## src/rtl/proc_ctrl_pkg.sv

```systemverilog
// Shared types for the multi-cycle phase controller: phase encoding, strobe
// bundle and the phase-to-strobe decode used for the registered outputs.
package proc_ctrl_pkg;

    typedef enum logic [2:0] {
        PH_INIT   = 3'd0,
        PH_FETCH  = 3'd1,
        PH_DECODE = 3'd2,
        PH_EXEC   = 3'd3,
        PH_MEM    = 3'd4,
        PH_WB     = 3'd5,
        PH_HALT   = 3'd6
    } phase_e;

    localparam int DEFAULT_INIT_CYCLES = 4;

    typedef struct packed {
        logic imem;
        logic regfile;
        logic rf_wb;
        logic proc;
        logic dmem;
        logic halted;
    } strobes_t;

    function automatic strobes_t decode_phase(input phase_e ph);
        strobes_t s;
        s = strobes_t'(6'b000000);
        case (ph)
            PH_FETCH:  s.imem    = 1'b1;
            PH_DECODE: s.regfile = 1'b1;
            PH_EXEC:   s.proc    = 1'b1;
            PH_MEM:    s.dmem    = 1'b1;
            PH_WB: begin
                s.regfile = 1'b1;
                s.rf_wb   = 1'b1;
            end
            PH_HALT:   s.halted  = 1'b1;
            default:   s = strobes_t'(6'b000000);
        endcase
        return s;
    endfunction

endpackage

```

## src/rtl/sat_counter.sv

```systemverilog
// Up-counter with synchronous clear and hold at all-ones instead of wrapping.
module sat_counter #(
    parameter int W = 16
) (
    input  logic         clock,
    input  logic         reset,
    input  logic         clr,
    input  logic         en,
    output logic [W-1:0] count
);

    logic [W-1:0] count_q;
    logic [W-1:0] count_d;

    // Next count: clear wins over increment; the all-ones value is sticky.
    always_comb begin
        count_d = count_q;
        if (clr) begin
            count_d = {W{1'b0}};
        end else if (en && (count_q != {W{1'b1}})) begin
            count_d = count_q + {{(W-1){1'b0}}, 1'b1};
        end else begin
            count_d = count_q;
        end
    end

    // Count register.
    always_ff @(posedge clock) begin
        if (reset) begin
            count_q <= {W{1'b0}};
        end else begin
            count_q <= count_d;
        end
    end

    assign count = count_q;

endmodule

```

## src/rtl/cycle_phase_controller.sv

```systemverilog
// Five-phase instruction sequencer producing per-phase enables from one clock,
// with EXEC stall handling, stall watchdog, halt and retirement counting.
module cycle_phase_controller
    import proc_ctrl_pkg::*;
#(
    parameter int INIT_CYCLES   = DEFAULT_INIT_CYCLES,
    parameter int STALL_TIMEOUT = 1024,
    parameter int ICNT_W        = 32
) (
    input  logic              clock,
    input  logic              reset,
    input  logic              stall,
    input  logic              halt_req,
    output logic              imem_en,
    output logic              regfile_en,
    output logic              rf_wb,
    output logic              proc_en,
    output logic              dmem_en,
    output logic [2:0]        phase,
    output logic              halted,
    output logic [ICNT_W-1:0] instr_count,
    output logic [15:0]       stall_count,
    output logic              stall_timeout
);

    localparam logic [7:0]  INIT_LAST   = (INIT_CYCLES == 0) ? 8'd0 : 8'(INIT_CYCLES - 1);
    localparam logic [15:0] TIMEOUT_LIM = 16'(STALL_TIMEOUT);

    phase_e            state_q, state_d;
    logic [7:0]        init_cnt_q, init_cnt_d;
    logic [ICNT_W-1:0] icnt_q, icnt_d;
    logic              timeout_q, timeout_d;
    logic              halt_pending_q, halt_pending_d;
    strobes_t          strobes_q, strobes_d;

    logic              run_clr, run_inc, stall_inc;
    logic [15:0]       run_len;
    logic [15:0]       stall_cnt;

    sat_counter #(.W(16)) u_run_len (
        .clock (clock),
        .reset (reset),
        .clr   (run_clr),
        .en    (run_inc),
        .count (run_len)
    );

    sat_counter #(.W(16)) u_stall_cnt (
        .clock (clock),
        .reset (reset),
        .clr   (1'b0),
        .en    (stall_inc),
        .count (stall_cnt)
    );

    // Next-state, counter control and strobe decode of the next state.
    always_comb begin
        state_d        = state_q;
        init_cnt_d     = 8'd0;
        icnt_d         = icnt_q;
        timeout_d      = timeout_q;
        halt_pending_d = halt_pending_q;
        run_clr        = 1'b0;
        run_inc        = 1'b0;
        stall_inc      = 1'b0;

        if (state_q != PH_INIT) begin
            halt_pending_d = halt_pending_q | halt_req;
        end else begin
            halt_pending_d = halt_pending_q;
        end

        case (state_q)
            PH_INIT: begin
                if (init_cnt_q == INIT_LAST) begin
                    state_d = PH_FETCH;
                end else begin
                    init_cnt_d = init_cnt_q + 8'd1;
                end
            end
            PH_FETCH:  state_d = PH_DECODE;
            PH_DECODE: state_d = PH_EXEC;
            PH_EXEC: begin
                // A stall that has already run the full budget forces the advance.
                if (stall && (run_len != TIMEOUT_LIM)) begin
                    run_inc   = 1'b1;
                    stall_inc = 1'b1;
                end else begin
                    state_d = PH_MEM;
                    run_clr = 1'b1;
                    if (stall) begin
                        timeout_d = 1'b1;
                    end else begin
                        timeout_d = timeout_q;
                    end
                end
            end
            PH_MEM: state_d = PH_WB;
            PH_WB: begin
                icnt_d         = icnt_q + ICNT_W'(1);
                halt_pending_d = 1'b0;
                if (halt_pending_q || halt_req) begin
                    state_d = PH_HALT;
                end else begin
                    state_d = PH_FETCH;
                end
            end
            PH_HALT: state_d = PH_HALT;
            default: state_d = PH_INIT;
        endcase

        strobes_d = decode_phase(state_d);
    end

    // State, counters and output strobe registers.
    always_ff @(posedge clock) begin
        if (reset) begin
            state_q        <= PH_INIT;
            init_cnt_q     <= 8'd0;
            icnt_q         <= {ICNT_W{1'b0}};
            timeout_q      <= 1'b0;
            halt_pending_q <= 1'b0;
            strobes_q      <= strobes_t'(6'b000000);
        end else begin
            state_q        <= state_d;
            init_cnt_q     <= init_cnt_d;
            icnt_q         <= icnt_d;
            timeout_q      <= timeout_d;
            halt_pending_q <= halt_pending_d;
            strobes_q      <= strobes_d;
        end
    end

    assign imem_en       = strobes_q.imem;
    assign regfile_en    = strobes_q.regfile;
    assign rf_wb         = strobes_q.rf_wb;
    assign proc_en       = strobes_q.proc;
    assign dmem_en       = strobes_q.dmem;
    assign halted        = strobes_q.halted;
    assign phase         = state_q;
    assign instr_count   = icnt_q;
    assign stall_count   = stall_cnt;
    assign stall_timeout = timeout_q;

endmodule
```

## config.mk

```make
export PLATFORM = sky130hd
export DESIGN_NAME = cycle_phase_controller
export DESIGN_NICKNAME = d
export VERILOG_FILES = /design/src/rtl/proc_ctrl_pkg.sv /design/src/rtl/sat_counter.sv /design/src/rtl/cycle_phase_controller.sv
export SDC_FILE = /design/constraint.sdc
export NUM_CORES = 1
export LEC_CHECK = 0
export ABC_AREA = 1
export BUFFER_PORTS_ARGS = -buffer_cell sky130_fd_sc_hd__buf_2
export CAP_MARGIN = 20
export CORE_AREA = 10 10 118 120
export CTS_CLUSTER_SIZE = 20
export DETAILED_ROUTE_END_ITERATION = 10
export DIE_AREA = 0 0 128 130
export PLACE_DENSITY_LB_ADDON = 0.1
export RECOVER_POWER = 50
export SLEW_MARGIN = 30
export SYNTH_ARGS = -nofsm -noshare
export SYNTH_HDL_FRONTEND = slang
export SYNTH_SLANG_ARGS = --single-unit
```

## constraint.sdc

```tcl
create_clock -name clock -period 1.8 [get_ports clock]
set_input_delay 0.45 -clock clock [delete_from_list [all_inputs] [get_ports clock]]
set_output_delay 0.45 -clock clock [all_outputs]
set_load 0.1 [all_outputs]
```

### Word level (Yosys, flattened, before mapping)

Index checks and enable logic that the tools add are counted.

| word-level totals | value |
|---|---|
| bits in registers | 83 |
| output and inout port bits | 58 |
| logic and storage cells | 61 |
| bits of input ports | 4 |

| operators by class | value |
|---|---|
| reduce and logical (&&, ||, !) cells | 11 |
| bitwise logic cells | 3 |
| mux-type cells | 14 |
| add/subtract/negate cells | 4 |
| equal/unequal tests | 16 |

Operators with widths:

| cell | number |
|---|---|
| adder 16 x 1 -> 16 bit (second input constant) | 2 |
| adder 32 x 1 -> 32 bit (second input constant) | 1 |
| != test 16 bit (second input constant) | 2 |
| case mux 3 bit (7 select lines) | 1 |
| == test 3 bit (second input constant) | 6 |
| != test 16 x 11 -> 1 bit (second input constant) | 1 |
| == test 3 x 2 -> 1 bit (second input constant) | 4 |
| two-way mux 1 bit | 10 |
| two-way mux 3 bit | 3 |
| adder 8 x 1 -> 8 bit (second input constant) | 1 |
| == test 8 x 2 -> 1 bit (second input constant) | 1 |
| == test 3 x 1 -> 1 bit (second input constant) | 2 |
| OR reduction 2 bit | 3 |
| logical AND 1 bit | 3 |
| logical NOT 3 bit | 1 |
| AND reduction 3 bit | 1 |
| nonzero test 3 bit | 1 |
| OR reduction 3 bit | 1 |
| inverter 1 bit | 2 |
| logical OR 1 bit | 1 |
| bitwise OR 1 bit | 1 |

### Longest topological paths before layout

Gate-level depths: netlist of the first run.

| depth | value |
|---|---|
| depth after elaboration | 7 |
| gate-level depth with buffers | 10 |
| mapped depth without buffers | 10 |

### Hierarchy

A second synthesis of the first run with hierarchy kept.

| unflattened totals | value |
|---|---|
| cells, all modules | 733 |
| area total of the unflattened synthesis | 4677.0 um2 |

Modules (own cells, without submodules):

| module | cells an instance | seq. area each (um2) | instances | area an instance (um2) |
|---|---|---|---|---|
| cycle_phase_controller | 421 | 1021.0 | 1 | 2667.6 |
| sat_counter | 156 | 320.3 | 2 | 1004.7 |

### Worst setup path after synthesis of the first run

No wires, ideal clock.

| timing | value |
|---|---|
| kind | register -> register |
| start point | register u_stall_cnt.count_q[0] (netlist: u_stall_cnt.count[0]) |
| end point | register u_stall_cnt.count_q[11] (netlist: u_stall_cnt.count[11]) |
| arrival | 2.295 ns |
| setup time | 0.070 ns |
| period minus slack after synthesis | 2.365 ns |
| cell stages (with the launch flop) | 9 |
| buffers on the path | 1 |
| required time | 1.730 ns |
| setup slack | -0.565 ns |
| path through | dfxtp_1 ha_1 nand3_1 nor3_2 nand3_2 nand3_2 buf_6 nand2_1 a21oi_1 |

| on the way | value |
|---|---|
| cells in the longest elaborated chain, start to end | 2 |
| elaborated cells between the ends (all ways) | 3 |
| classes of those cells | add/sub (1); eq/ne (1); reduce/logical (1) |

RTL lines:

| item | line | text |
|---|---|---|
| start: declaration | sat_counter.sv:12 | `logic [W-1:0] count_q;` |
| start signal: assignment | sat_counter.sv:30 | `count_q <= {W{1'b0}};` |
| start signal: assignment | sat_counter.sv:32 | `count_q <= count_d;` |
| parallel branches: the longest is 2 deep, another holds adder 16 x 1 -> 16 bit | -- |  |

Several ways; the timed one is not identified.
A chain may end at the register's enable or synchronous reset.

### Worst setup path after layout of the first run

| timing | value |
|---|---|
| start point | register state_q[0] (netlist: phase[0]) |
| end point | output port phase[0] |

RTL lines:

| item | line | text |
|---|---|---|
| start: declaration | cycle_phase_controller.sv:29 | `phase_e state_q, state_d;` |
| start signal: assignment | cycle_phase_controller.sv:125 | `state_q <= state_d;` |
| end: declaration | cycle_phase_controller.sv:19 | `output logic [2:0] phase,` |

No word-level cell between the ends.

==> impl_results.html, run 1 <==
<table>
<tr><th>Metric</th><th>Value</th></tr>
<tr><th colspan="2">Synthesis</th></tr>
<tr><td>Seq/Total Area, Yosys</td><td>0.366</td></tr>
<tr><td>Dominant synthesized flop cell</td><td>dfxtp_1</td></tr>
<tr><td>Total nets after synthesis</td><td>688</td></tr>
<tr><td>Number of synthesis warnings</td><td>0</td></tr>
<tr><td>Area of the mapped netlist</td><td>4540 µm²</td></tr>
<tr><td>Post-synth EDFFs</td><td>0</td></tr>
<tr><td>Cell count after synthesis</td><td>679</td></tr>
<tr><td>Avg Synthesized Cell Area</td><td>6.69 µm²</td></tr>
<tr><td>Async set-reset flop share out of synthesis</td><td>0</td></tr>
<tr><td>Number of library cell types mapped by synthesis</td><td>35</td></tr>
<tr><td>Post-synthesis sequential element count</td><td>83</td></tr>
<tr><th colspan="2">STA</th></tr>
<tr><td>Maximum clock frequency</td><td>580 MHz</td></tr>
<tr><td>Worst-case headroom to the max-slew limit</td><td>0.625</td></tr>
<tr><td>Final critical-path required period</td><td>1720 ps</td></tr>
<tr><td>Setup repair after global routing missed its margin</td><td>no</td></tr>
<tr><td>Endpoints failing hold</td><td>0</td></tr>
<tr><td>Post-Route Skew</td><td>5.71 ps</td></tr>
<tr><td>Transition time at the pin with the least slew margin</td><td>565 ps</td></tr>
<tr><td>Endpoints failing setup</td><td>0</td></tr>
<tr><td>Number of pins exceeding their max-slew limit in the final report</td><td>0</td></tr>
<tr><td>Final-layout setup total negative slack</td><td>0 ps</td></tr>
<tr><td>Part of the cycle the worst path needs</td><td>0.957</td></tr>
<tr><th colspan="2">Die</th></tr>
<tr><td>Area of the die</td><td>between 15000 and 20000 µm²</td></tr>
<tr><td>Core Area</td><td>11700 µm²</td></tr>
<tr><td>Top-level port count</td><td>62</td></tr>
<tr><td>Die height</td><td>130 µm</td></tr>
<tr><td>Standard-cell row count</td><td>40</td></tr>
<tr><td>Chip Width</td><td>approximately 130 µm</td></tr>
<tr><td>Effective utilization at floorplan</td><td>0.388</td></tr>
<tr><th colspan="2">Pwr</th></tr>
<tr><td>VDD IR-drop max</td><td>0.449 mV</td></tr>
<tr><td>Switch share</td><td>0.253</td></tr>
<tr><td>Switching pwr</td><td>around 1100 µW</td></tr>
<tr><td>Static leakage power</td><td>0.00214 µW</td></tr>
<tr><td>Share of total power in combinational logic</td><td>0.086</td></tr>
<tr><td>Clock power share</td><td>0.460</td></tr>
<tr><td>PD cells</td><td>between 700 and 800 nW/µm²</td></tr>
<tr><td>Sequential group share of total power</td><td>0.454</td></tr>
<tr><td>Internal power component</td><td>3160 µW</td></tr>
<tr><th colspan="2">Clocking</th></tr>
<tr><td>H-tree levels</td><td>3</td></tr>
<tr><td>Clock insertion delay at the later pin of the skew report</td><td>roughly 340 ps</td></tr>
<tr><td>Hold buffer count at CTS</td><td>0</td></tr>
<tr><td>Clock sinks</td><td>just over 80</td></tr>
<tr><td>Clk buf depth</td><td>2</td></tr>
<tr><td>Num CTS Buffers</td><td>9</td></tr>
<tr><td>Post-CTS clock slew at the launch and capture registers of the worst setup and hold paths</td><td>60 ps</td></tr>
<tr><td>Clock Root Buffer</td><td>clkbuf_16</td></tr>
<tr><td>Clock tree from TritonCTS</td><td>done</td></tr>
<tr><th colspan="2">Setup path</th></tr>
<tr><td>Startpoint of the worst-slack reg-to-reg timing path</td><td>instr_count[0]</td></tr>
<tr><td>Worst-path maximum fanout</td><td>8</td></tr>
<tr><td>Critical R2R Capture</td><td>instr_count[22]</td></tr>
<tr><td>Critical Path RT</td><td>1350 ps</td></tr>
<tr><td>Critical Path AT</td><td>roughly 1300 ps</td></tr>
<tr><td>Reg2Reg Setup Slack</td><td>160 ps</td></tr>
<tr><td>Category of the worst setup path launch point</td><td>flop</td></tr>
<tr><td>WP buf/inv</td><td>1</td></tr>
<tr><td>Cell family contributing the most delay on the critical path</td><td>buffers and inverters</td></tr>
<tr><td>Count of cells along the worst register-to-register path</td><td>9</td></tr>
<tr><td>Critical path, cell by cell</td><td>buf_2</td></tr>
<tr><td>Category of the critical setup timing path</td><td>reg2out</td></tr>
<tr><td>Highest cell delay on the worst timing path</td><td>480 ps</td></tr>
<tr><td>Endpoint kind of the worst setup timing path</td><td>primary output</td></tr>
<tr><td>Critical path's slowest cell</td><td>buf_2</td></tr>
<tr><th colspan="2">Cells and area</th></tr>
<tr><td>Most used cells in the layout excluding fill and tap cells</td><td>nand2_1, nor2_1, inv_1</td></tr>
<tr><td>Commonest non-fill, non-tap cell in the layout</td><td>nand2_1</td></tr>
<tr><td>Cell Count, Final, Fillers Out</td><td>approximately 900</td></tr>
<tr><td>Ant diodes</td><td>0</td></tr>
<tr><td>Net total in the final layout</td><td>761</td></tr>
<tr><td>Flip-flop and latch area</td><td>1730 µm²</td></tr>
<tr><td>Filler Cell Count</td><td>1224</td></tr>
<tr><td>Share of layout cells above drive strength 1</td><td>0.214</td></tr>
<tr><td>Area grow syn2layout</td><td>20.4%</td></tr>
<tr><td>Total area of multi-input combinational cells</td><td>2570 µm²</td></tr>
<tr><th colspan="2">Place</th></tr>
<tr><td>Detailed-placement wirelength estimate</td><td>8870 µm</td></tr>
<tr><td>Count of buffers inserted at the top-level ports</td><td>61</td></tr>
<tr><td>Placed instance count</td><td>887</td></tr>
<tr><td>Final weighted congestion in routability-driven placement</td><td>0.833</td></tr>
<tr><th colspan="2">Global route</th></tr>
<tr><td>Remaining global-route overflow</td><td>0</td></tr>
<tr><td>Number of global-route vias before repair</td><td>3971</td></tr>
<tr><td>Antenna violations before repair</td><td>0</td></tr>
<tr><td>First-pass GRT wire length</td><td>19200 µm</td></tr>
<tr><td>Largest net degree at the start of global routing</td><td>33</td></tr>
<tr><td>Global router's overall resource usage</td><td>0.139</td></tr>
<tr><th colspan="2">Detailed routing</th></tr>
<tr><td>WL/cell</td><td>12.9 µm</td></tr>
<tr><td>Count of antenna-violating nets left after detailed routing</td><td>0</td></tr>
<tr><td>Number of DRC violations after detailed-routing iteration 0</td><td>309</td></tr>
<tr><td>Routed via count</td><td>approximately 4.3k</td></tr>
<tr><td>Number of remaining DRC errors</td><td>0</td></tr>
<tr><td>Total Wirelength</td><td>roughly 12000 µm</td></tr>
<tr><td>First-pass detailed-route iteration total</td><td>4</td></tr>
<tr><td>Vias per Instance</td><td>between 4 and 5</td></tr>
<tr><th colspan="2">Job</th></tr>
<tr><td>Count of max-cap constraint violations</td><td>0</td></tr>
<tr><th colspan="2">Outcome</th></tr>
<tr><td>Result of the run</td><td>finished clean</td></tr>
<tr><th colspan="2">Worst hold path</th></tr>
<tr><td>Start point of the worst hold path</td><td>halt_req</td></tr>
<tr><td>Endpoint, Worst Hold</td><td>halt_pending_q</td></tr>
<tr><td>Hold Path Depth</td><td>3</td></tr>
<tr><td>Type of the worst min-delay path</td><td>in2reg</td></tr>
</table>
synthesized netlist by cell type, types with 2 or more instances:
cell type  count  area, µm²
nor2_4         5       56.3
xnor2_1       11       96.3
buf_4          4       30.0
nor2_2         4       25.0
a21oi_1       53        265
o21ai_0        8       40.0
nor3_2         3       30.0
buf_2          3       15.0
nand3b_1       2       15.0
nand4_4        2       42.5
nor3b_1        3       22.5
nand4_1       16        100
nor2_1       118        443
dfxtp_1       83       1660
nand3_1       29        145
inv_1         61        229
nand3_2        3       30.0
nand3_4        3       52.6
nand2_2        2       12.5
xor2_1        20        175
clkbuf_1       6       22.5
nand2_1      203        762
nor3_1        20        100
a31oi_1        2       12.5
ha_1           5       62.6
cell families (layout without fill, tap and decap cells):
logic type	count (synthesis)	in the layout	share of synthesized area
AO/OA/AOI/OAI	66	66	0.0750
XOR/XNOR	31	31	0.0598
adder cells (fa/ha/maj)	5	5	0.0138
buffers and inverters	76	154	0.0686
flip-flops	83	83	0.366
AND/OR/NAND/NOR	418	418	0.417
sequential cells by signal (all words and copies together) (netlist names):
name / cells
u_run_len.count: 16
phase: 3
stall_timeout: 1
init_cnt_q: 8
halted: 1
regfile_en: 1
halt_pending_q: 1
imem_en: 1
proc_en: 1
u_stall_cnt.count: 16
instr_count: 32
dmem_en: 1
rf_wb: 1
through the flow:
stage	utilization	hold WS, ps	area, µm²	total power (µW)	setup WS, ps
after detailed placement	0.439	438	5140	2330	84.8
after CTS	0.465	426	5450	4280	58.0
after global routing	0.467	480	5470	4410	13.9
after floorplan	-	418	4610	2250	7.63
final	0.467	427	5470	4230	76.9
after global placement	0.439	431	5140	2330	93.2
worst reg2reg max path: stages, from the launching register on:
cell,delay [ps]
dfxtp_4,380
ha_1,220
nand3_1,190
nor2_8,210
nand4_4,150
nor2_2,160
nand2_1,80
nand2_1,70
nand2_1,50
nor2_1,80
worst max path at each step:
stage | endpoint | cells past startpoint | start | slack [ps]
6_report | phase[0] | 1 | phase[0] | 80
5_1_grt | instr_count[29] | 1 | instr_count[29] | 10
3_3_place_gp | u_run_len.count[13] | 9 | u_run_len.count[0] | 90
4_1_cts | phase[0] | 1 | phase[0] | 60
2_1_floorplan | u_stall_cnt.count[6] | 8 | u_stall_cnt.count[12] | 8
3_5_place_dp | u_run_len.count[1] | 9 | u_run_len.count[0] | 80
layer usage:
metal | track usage | routed length [µm] | up-vias
li1 | - | - | 2309
met1 | 0.179 | 5770 | 1958
met2 | 0.222 | 5230 | 67
met3 | 0.0361 | 544 | 11
met4 | 0.0464 | 135 | 0
met5 | 0 | 0 | -
power by group through the flow:
stage / Clock, µW / Sequential (µW) / Combinational [µW]
after global routing: 2080 / 1930 / 396
after CTS: 1990 / 1920 / 369
after floorplan: 0 / 2090 / 159
after detailed placement: 0 / 1960 / 367
final: 1950 / 1920 / 365
after global placement: 0 / 1960 / 364
final cells by class:
| class | instances | share of cell area |
|---|---|---|
| multi-input cells | 520 | 0.470 |
| repair buffers | 76 | 0.0803 |
| clock inverters | 6 | 0.0146 |
| inverters | 62 | 0.0426 |
| flip-flops and latches | 83 | 0.317 |
| well taps | 147 | 0.0336 |
| clock buffers | 10 | 0.0419 |
what timing repair did:
item,4_1_cts,5_1_grt
setup endpoints to repair,0,24
buffers inserted,0,1
resized for setup,0,4
Power figures use the tool's default switching activity.
==> run 2: changes to the inputs <==
==> constraint.sdc (replaced) <==
create_clock -name clock -period 1.8 [get_ports clock]
set_input_delay 0.18 -clock clock [delete_from_list [all_inputs] [get_ports clock]]
set_output_delay 0.18 -clock clock [all_outputs]
set_load 0.1 [all_outputs]
==> impl_results.html, run 2 (synthesized netlist as in run 1, its figures left out) <==
<table>
<tr><th>Metric</th><th>Value</th></tr>
<tr><th colspan="2">Cells and area</th></tr>
<tr><td>Share of layout cells above drive strength 1</td><td>0.218 (+0.00425)</td></tr>
<tr><td>Area grow syn2layout</td><td>20.5% (about the same)</td></tr>
<tr><td>Share of the core filled with cells in the final layout</td><td>0.467 (about the same)</td></tr>
<tr><td>Net total in the final layout</td><td>760 (-0.13%)</td></tr>
<tr><td>Most used cells in the layout excluding fill and tap cells</td><td>nand2_1, nor2_1, inv_1</td></tr>
<tr><td>Commonest non-fill, non-tap cell in the layout</td><td>nand2_1</td></tr>
<tr><td>Ant diodes</td><td>0 (unchanged)</td></tr>
<tr><td>Number of flip-flops under the largest register name</td><td>32 (unchanged)</td></tr>
<tr><th colspan="2">Worst hold path</th></tr>
<tr><td>Type of the worst min-delay path</td><td>in2reg</td></tr>
<tr><td>Endpoint, Worst Hold</td><td>halt_pending_q</td></tr>
<tr><td>Start point of the worst hold path</td><td>halt_req</td></tr>
<tr><td>Hold Path Depth</td><td>3 (unchanged)</td></tr>
<tr><th colspan="2">Setup path</th></tr>
<tr><td>Cell family contributing the most delay on the critical path</td><td>simple AND/OR/NAND/NOR gates</td></tr>
<tr><td>Category of the worst setup path launch point</td><td>flop</td></tr>
<tr><td>Critical path's slowest cell</td><td>dfxtp_4</td></tr>
<tr><td>Critical R2R Capture</td><td>instr_count[28]</td></tr>
<tr><td>Critical Path AT</td><td>1870 ps (+600 ps)</td></tr>
<tr><td>WP buf/inv</td><td>0 (-1)</td></tr>
<tr><td>Category of the critical setup timing path</td><td>reg2reg</td></tr>
<tr><td>Startpoint of the worst-slack reg-to-reg timing path</td><td>instr_count[0]</td></tr>
<tr><td>Worst-path maximum fanout</td><td>6 (-2)</td></tr>
<tr><td>Reg2Reg Setup Slack</td><td>170 ps (about the same)</td></tr>
<tr><td>Dominant cell type by count on the critical path</td><td>nand3_1</td></tr>
<tr><td>Count of cells along the worst register-to-register path</td><td>8 (-1)</td></tr>
<tr><td>Critical path, cell by cell</td><td>ha_1 -&gt; nand3_1 -&gt; nor2_8 -&gt; nand4_4 -&gt; nor2_2 -&gt; nand3_1 -&gt; nand2_1 -&gt; nor2_1</td></tr>
<tr><td>Critical Path RT</td><td>2040 ps (+690 ps)</td></tr>
<tr><td>Endpoint kind of the worst setup timing path</td><td>flop</td></tr>
<tr><td>Highest cell delay on the worst timing path</td><td>380 ps (-100 ps)</td></tr>
<tr><td>Logic depth of the worst path, buffers included</td><td>8 (+7)</td></tr>
<tr><th colspan="2">Global route</th></tr>
<tr><td>Global router's overall resource usage</td><td>0.140 (+0.000803)</td></tr>
<tr><td>Largest net degree at the start of global routing</td><td>32 (-3.0%)</td></tr>
<tr><td>Antenna violations before repair</td><td>0 (unchanged)</td></tr>
<tr><td>Remaining global-route overflow</td><td>0 (unchanged)</td></tr>
<tr><td>First-pass GRT wire length</td><td>19400 µm (+0.68%)</td></tr>
<tr><td>Number of global-route vias before repair</td><td>4062 (+2.3%)</td></tr>
<tr><th colspan="2">Detailed routing</th></tr>
<tr><td>Number of remaining DRC errors</td><td>0 (unchanged)</td></tr>
<tr><td>Total Wirelength</td><td>11700 µm (about the same)</td></tr>
<tr><td>Vias per Instance</td><td>4.84 (+0.64%)</td></tr>
<tr><td>Number of DRC violations after detailed-routing iteration 0</td><td>259 (-16%)</td></tr>
<tr><td>Routed via count</td><td>4368 (+0.53%)</td></tr>
<tr><td>Count of antenna-violating nets left after detailed routing</td><td>0 (unchanged)</td></tr>
<tr><td>First-pass detailed-route iteration total</td><td>4 (unchanged)</td></tr>
<tr><td>WL/cell</td><td>12.9 µm (+0.19%)</td></tr>
<tr><th colspan="2">Die</th></tr>
<tr><td>Die height</td><td>130 µm (unchanged)</td></tr>
<tr><td>Chip Width</td><td>128 µm (unchanged)</td></tr>
<tr><td>Core Area</td><td>11700 µm² (unchanged)</td></tr>
<tr><td>Effective utilization at floorplan</td><td>0.388 (unchanged)</td></tr>
<tr><td>Area of the die</td><td>16600 µm² (unchanged)</td></tr>
<tr><td>Standard-cell row count</td><td>40 (unchanged)</td></tr>
<tr><td>Top-level port count</td><td>62 (unchanged)</td></tr>
<tr><th colspan="2">Pwr</th></tr>
<tr><td>VDD IR-drop max</td><td>0.588 mV (+31%)</td></tr>
<tr><td>Static leakage power</td><td>0.00215 µW (+0.51%)</td></tr>
<tr><td>Overall power</td><td>4270 µW (+0.81%)</td></tr>
<tr><td>PD cells</td><td>780 nW/µm² (+0.74%)</td></tr>
<tr><th colspan="2">STA</th></tr>
<tr><td>Post-Route Skew</td><td>3.88 ps (-1.83 ps)</td></tr>
<tr><td>Endpoints failing setup</td><td>0 (unchanged)</td></tr>
<tr><td>Endpoints failing hold</td><td>0 (unchanged)</td></tr>
<tr><td>Worst-case headroom to the max-slew limit</td><td>0.624 (-0.000759)</td></tr>
<tr><td>Number of pins exceeding their max-slew limit in the final report</td><td>0 (unchanged)</td></tr>
<tr><td>Final critical-path required period</td><td>1630 ps (-89.5 ps)</td></tr>
<tr><td>Transition time at the pin with the least slew margin</td><td>566 ps (+1.14 ps)</td></tr>
<tr><td>Maximum clock frequency</td><td>612 MHz (+5.5%)</td></tr>
<tr><td>Part of the cycle the worst path needs</td><td>0.908 (-0.0497)</td></tr>
<tr><td>Setup repair after global routing missed its margin</td><td>no</td></tr>
<tr><td>Final-layout setup total negative slack</td><td>0 ps (unchanged)</td></tr>
<tr><th colspan="2">Place</th></tr>
<tr><td>Detailed-placement wirelength estimate</td><td>8890 µm (+0.22%)</td></tr>
<tr><td>Count of buffers inserted at the top-level ports</td><td>61 (unchanged)</td></tr>
<tr><td>Final weighted congestion in routability-driven placement</td><td>0.821 (-1.5%)</td></tr>
<tr><th colspan="2">Clocking</th></tr>
<tr><td>Clk buf depth</td><td>2 (unchanged)</td></tr>
<tr><td>Num CTS Buffers</td><td>9 (unchanged)</td></tr>
<tr><td>Clock tree from TritonCTS</td><td>done</td></tr>
<tr><td>H-tree levels</td><td>3 (unchanged)</td></tr>
<tr><td>Clock sinks</td><td>83 (unchanged)</td></tr>
<tr><td>Clock Root Buffer</td><td>clkbuf_16</td></tr>
<tr><td>Clock insertion delay at the later pin of the skew report</td><td>350 ps (about the same)</td></tr>
<tr><td>Post-CTS clock slew at the launch and capture registers of the worst setup and hold paths</td><td>60 ps (about the same)</td></tr>
<tr><th colspan="2">Outcome</th></tr>
<tr><td>Result of the run</td><td>finished clean</td></tr>
<tr><th colspan="2">Job</th></tr>
<tr><td>Count of max-cap constraint violations</td><td>0 (unchanged)</td></tr>
</table>
## run 2: cell types whose count changed in the layout (fill, tap and decap cells not counted), sizes merged
| cell | change |
|---|---|
| buf | -21 |
| clkinv | +1 |
| clkbuf | +20 |
| clkinvlp | -1 |
## run 2: cell type report
class | instances | area, µm²
Clock buffer | 10 | 229
Clock inverter | 6 | 80.1
Fill cell | 1213 | 6240
Inverter | 62 | 233
Multi-Input combinational cell | 520 | 2590
Sequential cell | 83 | 1730
Tap cell | 147 | 184
Timing Repair Buffer | 75 | 423
## run 2: per-layer routing
layer | share of wire | GRT usage | up-vias
li1 | - | - | 2306
met1 | 0.48 | 0.175 | 1976
met2 | 0.46 | 0.229 | 71
met3 | 0.044 | 0.0329 | 15
met4 | 0.017 | 0.0543 | 0
met5 | 0 | 0 | -
## run 2: how the worst max path moves through the flow
stage          slack (ps)                  start                   end
3_5_place_dp           40     u_run_len.count[0]    u_run_len.count[1]
4_1_cts                30     u_run_len.count[0]    u_run_len.count[1]
6_report              170         instr_count[0]       instr_count[28]
5_1_grt                 1     u_run_len.count[1]   u_run_len.count[11]
2_1_floorplan           8  u_stall_cnt.count[12]  u_stall_cnt.count[6]
3_3_place_gp           90     u_run_len.count[0]   u_run_len.count[13]
## run 2: timing repair
action,CTS,global route
hold buffers,0,0
endpoints found under the setup margin,0,31
gates resized for setup,0,6
buffers inserted,0,2
## run 2: through the flow
stage               cells  hold WS, ps  setup slack (ps)  instance area, µm²
global route          903          217             0.980                5470
CTS                   901          155              27.6                5420
detailed placement    885          448              41.1                5110
finish                903          152               166                5470
global placement      885          431              85.8                5110
floorplan             679          371              7.63                4610
## run 2: worst min-delay path, cell delays in order
cell and delay, ps:
buf_2 100, a21oi_1 60, nor3_1 110
## run 2: report_power, final
group	internal [µW]	leakage (µW)	total [µW]	switching [µW]
combinational	78.5	0.00130	361	282
sequential	1880	0.000694	1920	45.1
clock	1210	0.000156	1980	778
==> run 3: changes to the inputs <==
CORE_AREA = 2 2 110 112   (was 10 10 118 120)
DIE_AREA = 0 0 112 114   (was 0 0 128 130)
==> impl_results.html, run 3 (synthesized netlist as in run 1, its figures left out) <==
<table>
<tr><th>Metric</th><th>Value</th></tr>
<tr><th colspan="2">Outcome</th></tr>
<tr><td>Result of the run</td><td>finished clean</td></tr>
<tr><th colspan="2">Detailed routing</th></tr>
<tr><td>First-pass detailed-route iteration total</td><td>4 (unchanged)</td></tr>
<tr><td>Routed via count</td><td>4405 (+0.85%)</td></tr>
<tr><td>Vias per Instance</td><td>4.86 (+0.40%)</td></tr>
<tr><td>Number of DRC violations after detailed-routing iteration 0</td><td>276 (+6.6%)</td></tr>
<tr><td>Number of remaining DRC errors</td><td>0 (unchanged)</td></tr>
<tr><td>Total Wirelength</td><td>11300 µm (-3.0%)</td></tr>
<tr><td>Count of antenna-violating nets left after detailed routing</td><td>0 (unchanged)</td></tr>
<tr><td>WL/cell</td><td>12.5 µm (-3.4%)</td></tr>
<tr><th colspan="2">Cells and area</th></tr>
<tr><td>Ant diodes</td><td>0 (unchanged)</td></tr>
<tr><td>Net total in the final layout</td><td>764 (+0.53%)</td></tr>
<tr><td>Number of flip-flops under the largest register name</td><td>32 (unchanged)</td></tr>
<tr><td>Area grow syn2layout</td><td>21.7%</td></tr>
<tr><td>Most used cells in the layout excluding fill and tap cells</td><td>nand2_1, nor2_1, inv_1</td></tr>
<tr><td>Non-Filler Cell Area, Final</td><td>5530 µm² (+1.1%)</td></tr>
<tr><td>Share of layout cells above drive strength 1</td><td>0.222 (+0.00411)</td></tr>
<tr><td>Commonest non-fill, non-tap cell in the layout</td><td>nand2_1</td></tr>
<tr><th colspan="2">Setup path</th></tr>
<tr><td>Worst-path maximum fanout</td><td>8 (+2)</td></tr>
<tr><td>Category of the worst setup path launch point</td><td>flop</td></tr>
<tr><td>Critical Path RT</td><td>2070 ps (+30 ps)</td></tr>
<tr><td>Critical path, cell by cell</td><td>ha_2 -&gt; nand3_2 -&gt; nor2_4 -&gt; buf_4 -&gt; nand4_4 -&gt; nand3_4 -&gt; nand2_1 -&gt; a21oi_1</td></tr>
<tr><td>Highest cell delay on the worst timing path</td><td>390 ps (about the same)</td></tr>
<tr><td>Endpoint kind of the worst setup timing path</td><td>flop</td></tr>
<tr><td>Category of the critical setup timing path</td><td>reg2reg</td></tr>
<tr><td>Critical path's slowest cell</td><td>dfxtp_1</td></tr>
<tr><td>Critical Path AT</td><td>1930 ps (+60 ps)</td></tr>
<tr><th colspan="2">STA</th></tr>
<tr><td>Post-Route Skew</td><td>6.54 ps (+2.65 ps)</td></tr>
<tr><td>Maximum clock frequency</td><td>600 MHz (-1.9%)</td></tr>
<tr><td>Number of pins exceeding their max-slew limit in the final report</td><td>0 (unchanged)</td></tr>
<tr><td>Endpoints failing setup</td><td>0 (unchanged)</td></tr>
<tr><td>Transition time at the pin with the least slew margin</td><td>561 ps (-5.31 ps)</td></tr>
<tr><td>Part of the cycle the worst path needs</td><td>0.926 (+0.0180)</td></tr>
<tr><td>Endpoints failing hold</td><td>0 (unchanged)</td></tr>
<tr><td>Final critical-path required period</td><td>1670 ps (+32.4 ps)</td></tr>
<tr><td>Worst-case headroom to the max-slew limit</td><td>0.628 (+0.00353)</td></tr>
<tr><th colspan="2">Clocking</th></tr>
<tr><td>Clk buf depth</td><td>2 (unchanged)</td></tr>
<tr><td>Clock insertion delay at the later pin of the skew report</td><td>340 ps (about the same)</td></tr>
<tr><td>Clock tree from TritonCTS</td><td>done</td></tr>
<tr><td>Clock sinks</td><td>83 (unchanged)</td></tr>
<tr><td>H-tree levels</td><td>3 (unchanged)</td></tr>
<tr><td>Clock Root Buffer</td><td>clkbuf_16</td></tr>
<tr><td>Num CTS Buffers</td><td>9 (unchanged)</td></tr>
<tr><td>Post-CTS clock slew at the launch and capture registers of the worst setup and hold paths</td><td>60 ps (about the same)</td></tr>
<tr><th colspan="2">Die</th></tr>
<tr><td>Standard-cell row count</td><td>40 (unchanged)</td></tr>
<tr><td>Die height</td><td>114 µm (-12%)</td></tr>
<tr><td>Core Area</td><td>11700 µm² (unchanged)</td></tr>
<tr><td>Top-level port count</td><td>62 (unchanged)</td></tr>
<tr><td>Chip Width</td><td>112 µm (-13%)</td></tr>
<tr><td>Effective utilization at floorplan</td><td>0.388 (unchanged)</td></tr>
<tr><td>Area of the die</td><td>12800 µm² (-23%)</td></tr>
<tr><th colspan="2">Pwr</th></tr>
<tr><td>Overall power</td><td>4250 µW (-0.31%)</td></tr>
<tr><td>PD cells</td><td>770 nW/µm² (-1.3%)</td></tr>
<tr><td>Static leakage power</td><td>0.00214 µW (-0.28%)</td></tr>
<tr><td>VDD IR-drop max</td><td>0.729 mV (+24%)</td></tr>
<tr><th colspan="2">Global route</th></tr>
<tr><td>First-pass GRT wire length</td><td>19000 µm (-1.7%)</td></tr>
<tr><td>Remaining global-route overflow</td><td>0 (unchanged)</td></tr>
<tr><td>Global router's overall resource usage</td><td>0.184 (+0.0434)</td></tr>
<tr><td>Number of global-route vias before repair</td><td>4004 (-1.4%)</td></tr>
<tr><td>Antenna violations before repair</td><td>0 (unchanged)</td></tr>
<tr><td>Largest net degree at the start of global routing</td><td>31 (-3.1%)</td></tr>
<tr><th colspan="2">Job</th></tr>
<tr><td>Count of max-cap constraint violations</td><td>0 (unchanged)</td></tr>
<tr><th colspan="2">Place</th></tr>
<tr><td>Final weighted congestion in routability-driven placement</td><td>0.836 (+1.8%)</td></tr>
<tr><td>Post-Place Cell Area</td><td>5130 µm² (+0.29%)</td></tr>
<tr><td>Detailed-placement wirelength estimate</td><td>8390 µm (-5.6%)</td></tr>
<tr><td>Count of buffers inserted at the top-level ports</td><td>61 (unchanged)</td></tr>
<tr><th colspan="2">Worst hold path</th></tr>
<tr><td>Type of the worst min-delay path</td><td>in2reg</td></tr>
</table>
-- run 3: layer usage --
layer	track usage	part of all wire
met3	0.0579	0.047
met4	0.0496	0.010
met1	0.229	0.47
met5	0	0
met2	0.309	0.48
-- run 3: report_power, final --
part	total, µW	switching [µW]	internal, µW
Clock	1970	740	1230
Combinational	360	280	80.1
Sequential	1920	44.9	1880
-- run 3: repair_timing --
action                                  CTS  global route
endpoints found under the setup margin    0            34
hold endpoints to repair                  0             0
hold buffers                              0             0
buffers inserted                          0             3
gates resized for setup                   0             8
-- run 3: cell type report --
class / count / area [µm²]
fill: 1264 / 6180
sequential: 83 / 1730
clock buffer: 13 / 282
multi-input combinational: 521 / 2620
tap: 147 / 184
clock inverter: 3 / 42.5
timing repair buffer: 78 / 442
inverter: 62 / 233
-- run 3: through the flow --
| stage | instances | hold slack [ps] | util | setup WS, ps | setup TNS, ps |
|---|---|---|---|---|---|
| 2_1_floorplan | 679 | 371 | - | 7.63 | 0 |
| 3_3_place_gp | 887 | 431 | 0.438 | 132 | 0 |
| 3_5_place_dp | 887 | 445 | 0.438 | 118 | 0 |
| 4_1_cts | 903 | 148 | 0.465 | 72.8 | 0 |
| 5_1_grt | 907 | 159 | 0.472 | -1.54 | -1.54 |
| 6_report | 907 | 147 | 0.472 | 134 | 0 |
-- run 3: path summary, 6_finish.rpt --
kind,startpoint,end,slack [ps],cells past startpoint
worst max-delay path,u_run_len.count[1],u_run_len.count[10],130,8
worst min-delay path,halt_req,halt_pending_q,150,3
worst max register to register,u_run_len.count[1],u_run_len.count[10],130,8
worst min register to register,init_cnt_q[0],init_cnt_q[0],450,1
-- run 3: worst max-delay path, delay by kind of cell (launching register included) --
family                   cells  cell delay (ps)
buffers and inverters        1              140
flip-flops                   1              390
AND/OR/NAND/NOR              5              640
AO/OA/AOI/OAI                1              160
adder cells (fa/ha/maj)      1              230
